## config.mk

```make
export PLATFORM = sky130hd
export DESIGN_NAME = pipe_en_ctrl
export DESIGN_NICKNAME = d
export VERILOG_FILES = /design/src/rtl/pipe_en_ctrl.sv
export SDC_FILE = /design/constraint.sdc
export NUM_CORES = 1
export LEC_CHECK = 0
export BUFFER_PORTS_ARGS = -buffer_cell sky130_fd_sc_hd__buf_2
export CAP_MARGIN = 20
export CORE_AREA = 2 2 54 56
export CTS_CLUSTER_DIAMETER = 120
export DETAILED_ROUTE_END_ITERATION = 7
export DIE_AREA = 0 0 56 58
export PLACE_DENSITY = 0.73
export REMOVE_ABC_BUFFERS = 1
export SETUP_SLACK_MARGIN = 0.5
export SYNTH_ARGS = -nofsm -noshare
export SYNTH_HDL_FRONTEND = slang
export SYNTH_SLANG_ARGS = --single-unit
```

## constraint.sdc

```tcl
create_clock -name clk_i -period 1.5 [get_ports clk_i]
set_clock_uncertainty 0.1 [all_clocks]
set_input_delay 0.075 -clock clk_i [delete_from_list [all_inputs] [get_ports clk_i]]
set_output_delay 0.075 -clock clk_i [all_outputs]
set_load 0.01 [all_outputs]
```

## src/rtl/pipe_en_ctrl.sv

```systemverilog
// pipe_en_ctrl: valid/ready sequencer for a Depth-stage enable-register datapath.
// It holds only a per-stage valid bit and an output-stall counter. Every load
// enable is derived combinationally from those valid bits and the handshake inputs.
module pipe_en_ctrl #(
    parameter  int Depth  = 4,
    parameter  int StallW = 16,
    localparam int OccW   = $clog2(Depth + 1)
) (
    input  logic              clk_i,
    input  logic              rst_i,
    input  logic              s_valid_i,
    output logic              s_ready_o,
    output logic              m_valid_o,
    input  logic              m_ready_i,
    input  logic              hold_i,
    input  logic              flush_i,
    input  logic              stall_clr_i,
    output logic [Depth-1:0]  en_o,
    output logic [OccW-1:0]   occ_o,
    output logic              idle_o,
    output logic [StallW-1:0] stall_cnt_o
);

    logic [Depth-1:0] v;       // stage k holds valid data
    logic [Depth-1:0] v_nxt;
    logic [Depth-1:0] iv;      // stage k input valid
    logic [Depth:0]   r;       // stage k may load (empty or draining)
    logic             run;     // no reset / flush / hold this cycle
    logic             stall_inc;

    assign run  = !rst_i && !flush_i && !hold_i;
    assign r[Depth] = m_ready_i;

    // Ready chain runs back from the sink and never looks at s_valid_i, so
    // s_ready_o has no combinational path from the upstream valid.
    for (genvar k = 0; k < Depth; k++) begin : g_stage
        if (k == 0) begin : g_first
            assign iv[k] = s_valid_i;
        end else begin : g_rest
            assign iv[k] = v[k-1];
        end
        assign r[k]     = !v[k] || r[k+1];
        assign en_o[k]  = iv[k] && r[k] && run;
        // A stage stays full only while its successor cannot take its word.
        assign v_nxt[k] = en_o[k] || (v[k] && !r[k+1]);
    end

    assign s_ready_o = r[0] && run;
    // During reset the output still reflects the stored valid bit.
    // Hold and flush mask it so that no handshake can complete.
    assign m_valid_o = v[Depth-1] && (rst_i || (!flush_i && !hold_i));
    assign idle_o    = (v == '0);
    assign stall_inc = v[Depth-1] && !m_ready_i && run;

    // Valid-vector update: reset and flush empty the pipe, hold freezes it.
    always_ff @(posedge clk_i) begin
        if (rst_i) begin
            v <= '0;
        end else if (flush_i) begin
            v <= '0;
        end else if (!hold_i) begin
            v <= v_nxt;
        end
    end

    // Occupancy is the popcount of the valid vector.
    always_comb begin
        occ_o = '0;
        for (int k = 0; k < Depth; k++) begin
            occ_o = occ_o + OccW'(v[k]);
        end
    end

    // Saturating count of output-stall cycles; a clear beats a same-cycle increment.
    always_ff @(posedge clk_i) begin
        if (rst_i || stall_clr_i) begin
            stall_cnt_o <= '0;
        end else if (stall_inc && (stall_cnt_o != '1)) begin
            stall_cnt_o <= stall_cnt_o + 1'b1;
        end
    end

endmodule

```

# Word level (Yosys, flattened, before mapping)
# Index checks and enable logic that the tools add are counted.
dict set report word_totals {
  reg_bits 20
  inputBits 7
  out_inout_bits 26
}
dict set report op_classes {
  addsub 4
  n_eq_ne 1
  reduce_logical 42
}
# operator count
set ops {}
lappend ops {{logical AND 1 bit} 19}
lappend ops {{adder 16 x 1 -> 16 bit (second input constant)} 1}
lappend ops {{!= test 16 bit (second input constant)} 1}
lappend ops {{logical NOT 1 bit} 11}
lappend ops {{logical OR 1 bit} 10}
lappend ops {{logical NOT 4 bit} 1}
lappend ops {{adder 2 x 1 -> 3 bit} 1}
lappend ops {{adder 3 x 1 -> 3 bit} 1}
lappend ops {{adder 1 x 1 -> 2 bit} 1}
lappend ops {{OR reduction 2 bit} 1}

# Logic depth before layout (Yosys ltp)
dict set report logic_depth {
  ltp_word 8
  depth_mapped 6
}

# Worst setup path before layout
# No wires, ideal clock.
dict set report synth_timing {
  kind {register to register}
  from {register stall_cnt_o[0]}
  to {register stall_cnt_o[5]}
  t_arrival_ns 1.589
  t_required_ns 1.299
  setup_slack_ns -0.290
  path_stages_with_launch 7
  n_path_buf 1
  path_cell_list {dfxtp_1 -> ha_1 -> nand4_1 -> nor4b_2 -> buf_2 -> o311ai_0 -> o41ai_1}
}
dict set report synth_via {
  elab_chain_len 2
}
# element line_no
set synth_rtl {}
lappend synth_rtl {{start: declaration} 21} ;# output logic [StallW-1:0] stall_cnt_o
lappend synth_rtl {{start signal: assignment} 79} ;# stall_cnt_o <= stall_cnt_o + 1'b1;
lappend synth_rtl {{parallel branches: the longest is 2 deep, another holds adder 16 x 1 -> 16 bit} n/a}
# Parallel ways; which one is timed is not known.
# A chain may end at the register's enable or synchronous reset.

# Worst setup path after layout
dict set report layout_timing {
  from {register v[1]}
  to {output port occ_o[1]}
}
dict set report layout_via {
  elab_chain_len 3
}
# element line_no
set layout_rtl {}
lappend layout_rtl {{start: declaration} 24} ;# logic [Depth-1:0] v;
lappend layout_rtl {{start signal: assignment} 62} ;# v <= v_nxt;
lappend layout_rtl {{adder 1 x 1 -> 2 bit} 70} ;# occ_o = occ_o + OccW'(v[k]);
lappend layout_rtl {{adder 2 x 1 -> 3 bit} 70}
lappend layout_rtl {{adder 3 x 1 -> 3 bit} 70}
lappend layout_rtl {{end: declaration} 19} ;# output logic [OccW-1:0] occ_o,
# Every way passes these cells.

==> metrics.yaml <==
min_path:
  whs_endpoint: "stall_cnt_o[5]"
  hold_depth: 3
  min_from: "stall_clr_i"
  hold_path_class: "in2reg"
place:
  dp_slack_ns: -0.303
  place_congestion: 0.819
  io_buffers: 32
  dpl.hpwl_microns: 2970
floorplan:
  initial_utilization: 0.445
  die_h_microns: 58
  dieArea_sq_um: 3250
  core-area_sq_um: 2660
  die_w_microns: 56
  fp-row-count: 19
  io_pins: 33
clock_network:
  clock_path_buffers: 2
  h-tree-depth: 1
  tritoncts: "done"
  clk_pin_slew_ns: 0.16
  cts_buffers: 3
  cts.sinks: 20
  clock-root-buffer: "clkbuf_4"
  clkLatencyLatePin_ns: 0.34
setup_path:
  worst_r2r_path_depth: 7
  path_class: "reg2out"
  crit_path_start_kind: "flip-flop"
  cp.arrival_ns: 1.91
  required_ns: 1.32
  r2r-start: "v[3]"
  rr_endpoint: "stall_cnt_o[3]"
  cp-end-kind: "output port"
  rrSetupSlack_ns: -0.49
  critPathMaxFanout: 2
sta:
  rsz0062_at_grt: "yes"
  fin_crit_ns: 2.08
  slew_headroom: 0.518
  drv_slew: 0
  worst_pin_slew_ns: 0.720
  period_share: 1.39
  setup_violations: 27
  tns_ns: -8.75
  fmax_mhz: 480
  hold_violations: 0
  worst_slack_ns: -0.582
finish:
  antennaDiodeCount: 0
  fillers: 76
  syn_to_final_growth_pct: 113
  nets: 252
  final_layout_size_suffix_gt1_frac: 0.728
synthesis:
  synth_most_common_cell: "dfxtp_1"
  ys_types: 33
  ys_seq_elements: 20
  synth_area_sq_um: 1180
  yosys_warnings: 0
  synth_edf_count: 0
  async_flop_share: 0
  synth_top_area_cell: "dfxtp_1"
  synthDominantCellAreaShare: 0.338
  syn_inst: 143
  syn-mean-instance-area_sq_um: 8.29
  synth_common_cells: "dfxtp_1, a21oi_1, nand2_1"
  synth_area_leaders: "dfxtp_1, a21oi_1, or4_1, o31ai_1, ha_1"
  synth_flop_cell: "dfxtp_1"
  ys_seq_area_frac: 0.338
pwr:
  p_total_mw: 1.14
  leakage_nw: 1.03
  power_density_nw_per_um2: 452
  vdd_drop_max_v: 0.000614
drt:
  ant_nets: 0
  route.detailed.drc: 0
  wl_per_cell_microns: 26.8
  finalWirelength_microns: 7230
  firstDrtPassIters: 5
  viasPerCell: 7.07
  vias: 1910
  drt_iter0_drc: 155
job:
  maxCapViolCount: 0
global_route:
  gr-usage-all-layers: 0.356
  grt_max_degree: 13
  grt_pass1_wl_microns: 8930
  grt_pass1_vias: 1713
  grt-ovfl-total: 0
  antenna_found_initial: 1
status:
  violations: "negative setup slack"
  status: "finished, violations left"
==> worst max-delay path: stages (launching register included) <==
cell,delay (ns)
dfxtp_2,0.41
inv_2,0.08
fa_1,0.52
inv_2,0.06
ha_4,0.16
ha_4,0.23
buf_6,0.11
==> cell families (layout without fill, tap and decap cells) <==
kind of cell / count (synthesis) / in the layout / share of synthesized area
flops: 20 / 20 / 0.338
fa+ha+maj: 5 / 5 / 0.0591
buf+inv: 12 / 108 / 0.0391
simple gates: 64 / 64 / 0.338
compound gates: 42 / 42 / 0.226
==> per-stage QoR <==
step / hold WS [ns] / util / area [sq um] / std cells
3_5_place_dp: 0.270 / 0.653 / 1740 / 251
5_1_grt: 0.0250 / 0.949 / 2530 / 270
3_3_place_gp: 0.258 / 0.653 / 1740 / 251
6_report: 0.0205 / 0.949 / 2530 / 270
4_1_cts: -0.0443 / 0.875 / 2330 / 264
2_1_floorplan: 0.0696 / - / 1160 / 138
==> cell type report <==
cell class                      count  area [sq um]  share of cell area
Multi-Input combinational cell    111          1070               0.424
Sequential cell                    20           443               0.175
Clock buffer                        3          22.5             0.00892
Timing Repair Buffer               97           893               0.354
Inverter                            7          26.3              0.0104
Clock inverter                      1          30.0              0.0119
Tap cell                           31          38.8              0.0154
==> per-layer routing <==
metal	GRT usage	wire length, microns	up-vias
met5	0	0	-
met4	0.112	701	0
met3	0.0313	661	81
met2	0.684	3380	184
met1	0.419	2490	893
li1	-	-	752
==> placed cells by master (no fill, tap or decap), drive strengths merged, types with 3 or more instances in the layout <==
master	Yosys	final
a21oi	15	15
clkbuf	4	3
ha	4	4
or4	9	9
nand2	11	11
nor2	3	3
or3	7	7
o21a	3	3
o41ai	3	3
dfxtp	20	20
o31ai	8	8
and3	5	5
nand2b	4	4
buf	1	96
o21ai	7	7
inv	7	7
nand4	7	7
nor3	5	5
==> sequential cells by signal (all words and copies together) (netlist names) <==
signal,cells
stall_cnt_o,16
v,4
==> where the power goes <==
group	internal, mW	total, mW	switching [mW]
clock	0.271	0.494	0.223
combinational	0.0523	0.124	0.0720
sequential	0.521	0.523	0.00272
==> what timing repair did <==
action                                 4_1_cts  5_1_grt
pin swaps                                   32       12
setup buffers                                8        6
endpoints found under the hold margin        3        0
setup endpoints to repair                   45       46
resized for setup                          114       34
hold buffers                                 1        0
==> worst max path at each step <==
stage                 endpoint           start
4_1_cts               occ_o[1]            v[3]
3_3_place_gp    stall_cnt_o[4]  stall_cnt_o[0]
6_report              occ_o[1]            v[1]
3_5_place_dp   stall_cnt_o[13]            v[3]
5_1_grt               occ_o[1]            v[1]
2_1_floorplan   stall_cnt_o[4]  stall_cnt_o[0]
No activity file was read; power rests on OpenSTA's default activity.
